[src/rtl/mux_8to2.sv]
// Registered bit-window selector: captures OUT_W adjacent bits of data_in,
// starting at bit offset select and wrapping past the MSB, with a valid flag.
module mux_8to2 #(
  parameter int DATA_W = 8,
  parameter int OUT_W  = 2,
  parameter int SEL_W  = 3
) (
  input  logic              clk,
  input  logic              rst_n,
  input  logic [DATA_W-1:0] data_in,
  input  logic [SEL_W-1:0]  select,
  input  logic              in_valid,
  output logic [OUT_W-1:0]  data_out,
  output logic              out_valid
);

  logic [OUT_W-1:0] win;
  logic [OUT_W-1:0] data_d, data_q;
  logic             valid_d, valid_q;

  // Index sum is kept to SEL_W bits so the dropped carry performs the wrap.
  always_comb begin
    win = '0;
    for (int k = 0; k < OUT_W; k++) begin
      win[k] = data_in[select + SEL_W'(k)];
    end
  end

  always_comb begin
    data_d  = data_q;
    valid_d = in_valid;
    if (in_valid) begin
      data_d = win;
    end
  end

  always_ff @(posedge clk or negedge rst_n) begin
    if (!rst_n) begin
      data_q  <= '0;
      valid_q <= 1'b0;
    end else begin
      data_q  <= data_d;
      valid_q <= valid_d;
    end
  end

  assign data_out  = data_q;
  assign out_valid = valid_q;

endmodule

[config.mk]
export PLATFORM = sky130hd
export DESIGN_NAME = mux_8to2
export DESIGN_NICKNAME = d
export VERILOG_FILES = /design/src/rtl/mux_8to2.sv
export SDC_FILE = /design/constraint.sdc
export NUM_CORES = 1
export LEC_CHECK = 0
export BUFFER_PORTS_ARGS = -buffer_cell sky130_fd_sc_hd__buf_4
export CAP_MARGIN = 10
export CORE_AREA = 2 2 39 41
export DETAILED_ROUTE_END_ITERATION = 10
export DIE_AREA = 0 0 41 43
export PLACE_DENSITY_LB_ADDON = 0.3
export SKIP_CTS_REPAIR_TIMING = 1
export SYNTH_ARGS = -nofsm -noshare
export SYNTH_HDL_FRONTEND = slang
export SYNTH_SLANG_ARGS = --single-unit
[constraint.sdc]
create_clock -name clk -period 1.4 [get_ports clk]
set_input_delay 0.14 -clock clk [delete_from_list [all_inputs] [get_ports clk]]
set_output_delay 0.14 -clock clk [all_outputs]
set_load 0.005 [all_outputs]
==> impl_metrics.json, run 1 <==
{
  "status": "finished clean",
  "place_inst": 52,
  "cap_violations": 0,
  "tns_ns": 0,
  "post-route-period-util_pct": 86.60,
  "drc": 0,
  "rsz0062_at_grt": "no",
  "yosys_warnings": 0,
  "crit_path_end_kind": "register",
  "cts_tree": "built",
  "firstDrtPassIters": 1,
  "slew_headroom_pct": 88.48,
  "met2_usage_pct": 14.69,
  "leakage_uw": 0.0002257,
  "rows": 14,
  "crit_start": "select[0]",
  "synth_cells": 18,
  "yosysTopAreaCell": "dfrtp_1",
  "nFillCells": 148,
  "initial_utilization_pct": 18.44,
  "reg2reg_from": "data_out[1]$_DFFE_PN0P_",
  "critPathRequiredTime_ns": 1.52,
  "cts_sinks": 3,
  "cp_max_fo": 2,
  "vias": 241,
  "grt-ovfl-total": 0,
  "layout-area-overhead-vs-synth_pct": 73.53,
  "drt_iter0_drc": 0,
  "final_cells": 57,
  "synth.area.top_cells": "dfrtp_1, mux2i_1, mux4_1, mux4_2, ha_1",
  "worst_setup_path_start_kind": "input port",
  "clkSlewWorstSetupHoldPaths_ns": 0.04,
  "yosysSeqAreaShare_pct": 29.41,
  "synth.distinct_cells": 10,
  "root_buffer": "clkbuf_4",
  "syn_area_sq_um": 255.2,
  "power.switching_uw": 90.78,
  "vias_per_cell": 4.228,
  "drtAntennaViolNets": 0,
  "worstHoldStart": "in_valid",
  "power.share.sequential_pct": 28.1,
  "grt-busiest-layer": "met2",
  "power.share.switching_pct": 24.25,
  "drive_above_1_share_pct": 56.10,
  "hold_class": "in -> reg",
  "setup_viol": 0,
  "track_usage_pct": 9.155,
  "diodes": 0,
  "pre_cts_ws_ns": -0.06892,
  "reg2reg_depth": 2,
  "finalInstanceArea_sq_um": 442.9,
  "fp.dieH_um": 43,
  "die_area_sq_um": 1763,
  "grt_util_met3_pct": 3.141,
  "layout_commonest_cell": "buf_4",
  "period_needed_ns": 1.212,
  "cts.path.max_buffers": 2,
  "syn_avg_cell_area_sq_um": 14.18,
  "setup_ws_ns": 0.1876,
  "fin_nets": 57,
  "holdPathStages": 1,
  "io_pins": 17,
  "syn-num-nets": 33,
  "core_sq_um": 1384,
  "die_w_um": 41,
  "internal-power_uw": 283.6,
  "path_class": "in -> reg",
  "p_total_uw": 374.4,
  "final_cell_mix": "buf_4, mux2i_1, clkbuf_4, dfrtp_1, mux4_1",
  "final_max_slew_viol_count": 0,
  "grt_pass1_vias": 248,
  "powerDensity_nw_per_um2": 845.3,
  "vdd_drop_max_mv": 0.1646,
  "p_comb_share_pct": 31.0,
  "clock_skew_ns": 0,
  "fmax_mhz": 824.8,
  "grt_pass1_wl_um": 1000,
  "worstSkewPairLatency_ns": 0.23,
  "worstMarginPinSlew_ns": 0.1715,
  "wirelength_um": 602,
  "dpl_cell_area_sq_um": 406.6,
  "place_congestion": 0.6950,
  "yosysTopAreaCellShare_pct": 29.41,
  "io_buffers": 16,
  "final_hold_viol_count": 0,
  "clkPwrFrac_pct": 40.9,
  "wire_per_inst_um": 10.56,
  "crit_arrival_ns": 1.33,
  "grt_max_degree": 7,
  "cts_buffers": 3,
  "ys_seq_elements": 3,
  "antenna_found_initial": 0,
  "htreeDepth": 1,
  "use_met1_pct": 7.443
}
layout make-up:
type | count | area (sq um) | area share (%)
Sequential cell | 3 | 75.07 | 16.95
Clock buffer | 4 | 26.28 | 5.932
Multi-Input combinational cell | 13 | 165.2 | 37.29
Timing Repair Buffer | 20 | 152.6 | 34.46
Inverter | 1 | 3.754 | 0.8475
Tap cell | 16 | 20.02 | 4.520
through the flow:
step	utilization [%]	hold slack (ns)
after floorplan	-	-0.1556
after global placement	29.39	-0.07139
after detailed placement	29.39	-0.06971
after CTS	31.28	-0.3187
after global routing	32.01	0.04031
final	32.01	0.04757
cell usage after synthesis:
cell type  number
mux2i_1         6
dfrtp_1         3
mux4_1          2
a21oi_1         1
buf_6           1
ha_1            1
inv_1           1
mux4_2          1
nor2_1          1
xnor2_1         1
flip-flops by register name (all words and copies together), names as in the netlist:
signal     cells
data_out       2
out_valid      1
critical path, cell delays in order:
cell	delay, ns
buf_4	0.11
ha_1	0.30
mux4_1	0.56
mux2i_1	0.14
a21oi_1	0.08
final timing paths:
kind / endpoint / slack, ns
max in group asynchronous: out_valid$_DFF_PN0_ / 1.08
max reg2reg: data_out[1]$_DFFE_PN0P_ / 0.78
min: out_valid$_DFF_PN0_ / 0.05
min in group asynchronous: data_out[1]$_DFFE_PN0P_ / 0.23
max: data_out[1]$_DFFE_PN0P_ / 0.19
min reg2reg: data_out[1]$_DFFE_PN0P_ / 0.53
cell families after synthesis:
family	count (synthesis)	synth area share [%]
AOI/OAI and AO/OA	1	1.959
xor gates and xnor gates	1	3.432
adders and majority gates	1	4.901
buffers and inverters	2	5.881
DFF	3	29.41
muxes	9	52.94
and+or+nand+nor	1	1.469
metal layers:
metal,vias to the layer above,wire [um]
met4,0,17
met1,111,205
li1,116,-
met2,12,329
met5,-,0
met3,2,50
power by group through the flow:
stage | Combinational, uW | Clock (uW) | Sequential [uW]
3_3_place_gp | 112 | 0 | 105
6_report | 116 | 153 | 105
5_1_grt | 128 | 176 | 106
3_5_place_dp | 116 | 0 | 106
4_1_cts | 116 | 158 | 105
2_1_floorplan | 49.5 | 0 | 106
(Power assumes the default switching activity.)
==> run 2: changes to the inputs <==
--- a/config.mk
+++ b/config.mk
@@ -8,9 +8,10 @@
 export BUFFER_PORTS_ARGS = -buffer_cell sky130_fd_sc_hd__buf_4
 export CAP_MARGIN = 10
 export CORE_AREA = 2 2 39 41
+export CTS_BUF_LIST = sky130_fd_sc_hd__clkbuf_8
 export DETAILED_ROUTE_END_ITERATION = 10
 export DIE_AREA = 0 0 41 43
-export PLACE_DENSITY_LB_ADDON = 0.3
+export PLACE_DENSITY = 0.45
 export SKIP_CTS_REPAIR_TIMING = 1
 export SYNTH_ARGS = -nofsm -noshare
 export SYNTH_HDL_FRONTEND = slang
==> run 2 against run 1 <==
  * Via count increased by 0.83%
  * Largest cell class unchanged
  * Non-clock buffer count is the same
  * Largest power group unchanged
  * Final area up 4.2%
==> impl_metrics.json, run 2 (same netlist as run 1, synthesis figures left out) <==
{
  "worstSkewPairLatency_ns": 0.21,
  "slew_headroom_pct": 89.90,
  "cp_cell_sequence": "buf_4 > ha_1 > mux4_1 > mux2i_1 > a21oi_1",
  "crit_start": "select[0]",
  "cap_violations": 0,
  "layout_commonest_cell": "buf_4",
  "regArea_sq_um": 75.07,
  "vias_per_cell": 4.263,
  "crit_slowest_cell": "mux4_1",
  "track_usage_pct": 8.586,
  "cp_max_fo": 2,
  "cts_sinks": 3,
  "fin_nets": 57,
  "place_inst": 52,
  "grt_pass1_vias": 247,
  "worstHoldStart": "in_valid",
  "core_sq_um": 1384,
  "final_cells": 57,
  "root_buffer": "clkbuf_8",
  "fp.dieH_um": 43,
  "period_needed_ns": 1.265,
  "wire_per_inst_um": 10.75,
  "hold_class": "in -> reg",
  "critPathRequiredTime_ns": 1.49,
  "drc": 0,
  "grt_max_degree": 7,
  "drive_above_1_share_pct": 56.10,
  "reg2reg_from": "data_out[1]$_DFFE_PN0P_",
  "nFillCells": 143,
  "vias": 243,
  "final_max_slew_viol_count": 0,
  "r2r_slack_ns": 0.78,
  "post-route-period-util_pct": 90.36,
  "cts_tree": "built",
  "clkSlewWorstSetupHoldPaths_ns": 0.03,
  "final_cell_mix": "buf_4, mux2i_1, clkbuf_8, dfrtp_1",
  "clock_skew_ns": 0,
  "layout-area-overhead-vs-synth_pct": 80.88,
  "diodes": 0,
  "post-dp-hpwl_um": 527.7,
  "largest_reg_flops": 2,
  "final_hold_viol_count": 0,
  "worst_setup_path_start_kind": "input port",
  "multi_input_area_sq_um": 165.2,
  "worstMarginPinSlew_ns": 0.1473,
  "slowest_delay_ns": 0.56,
  "fmax_mhz": 790.5,
  "io_pins": 17,
  "initial_utilization_pct": 18.44,
  "io_buffers": 16,
  "crit_buf_inv": 1,
  "die_w_um": 41,
  "crit_path_end_kind": "register",
  "drtAntennaViolNets": 0,
  "htreeDepth": 1,
  "status": "finished clean",
  "grt_pass1_wl_um": 993,
  "vdd_drop_max_mv": 0.2363,
  "critPathTopFamily": "multiplexers",
  "final_util_pct": 33.36,
  "leakage_uw": 0.0002376,
  "rsz0062_at_grt": "no",
  "place_congestion": 0.6997,
  "grt-ovfl-total": 0,
  "wirelength_um": 613,
  "die_area_sq_um": 1763,
  "antenna_found_initial": 0,
  "path_class": "in -> reg",
  "crit_arrival_ns": 1.36,
  "rows": 14,
  "firstDrtPassIters": 2,
  "powerDensity_nw_per_um2": 1000,
  "cts_buffers": 3,
  "drt_iter0_drc": 2,
  "cts.path.max_buffers": 2,
  "setup_viol": 0
}
-- run 2: metal layers --
metal  wire [um]  GRT usage (%)
met5           0              0
met4           0          6.000
met3          57          3.665
met2         315          12.81
met1         240          9.180
-- run 2: path summary, 6_finish.rpt --
kind	endpoint	depth (start not counted)
max reg2reg	data_out[1]$_DFFE_PN0P_	2
max	data_out[1]$_DFFE_PN0P_	5
min in group asynchronous	out_valid$_DFF_PN0_	2
min	out_valid$_DFF_PN0_	1
min reg2reg	data_out[0]$_DFFE_PN0P_	2
max in group asynchronous	data_out[0]$_DFFE_PN0P_	2
-- run 2: final cells by class --
type	count	share of cell area (%)
clock buffer	3	8.943
sequential	3	16.26
clock inverter	1	0.8130
inverter	1	0.8130
multi-input combinational	13	35.77
timing repair buffer	20	33.06
tap	16	4.336
-- run 2: report_power, final --
part,switching [uW],internal (uW),leakage (uW)
clock,55.2,187,0.0000269
combinational,38.1,78.0,0.000176
sequential,5.18,98.8,0.0000344
-- run 2: worst reg2reg max path, cell delays in order (launching register included) --
cell and delay, ns:
dfrtp_1 0.36, nor2_1 0.09, a21oi_1 0.05
-- run 2: metrics by stage --
| step | hold WS [ns] | setup slack [ns] | TNS, ns | cell area, sq um | total power [uW] |
|---|---|---|---|---|---|
| after floorplan | -0.1556 | 0.1299 | 0 | 255.2 | 155.7 |
| after global placement | -0.07284 | -0.08133 | -0.08133 | 406.6 | 217.5 |
| after detailed placement | -0.06791 | -0.1040 | -0.1040 | 406.6 | 220.8 |
| after CTS | -0.2944 | 0.1212 | 0 | 451.7 | 469.8 |
| after global routing | 0.06494 | 0.03608 | 0 | 461.7 | 493.0 |
| final | 0.06988 | 0.1349 | 0 | 461.7 | 461.8 |
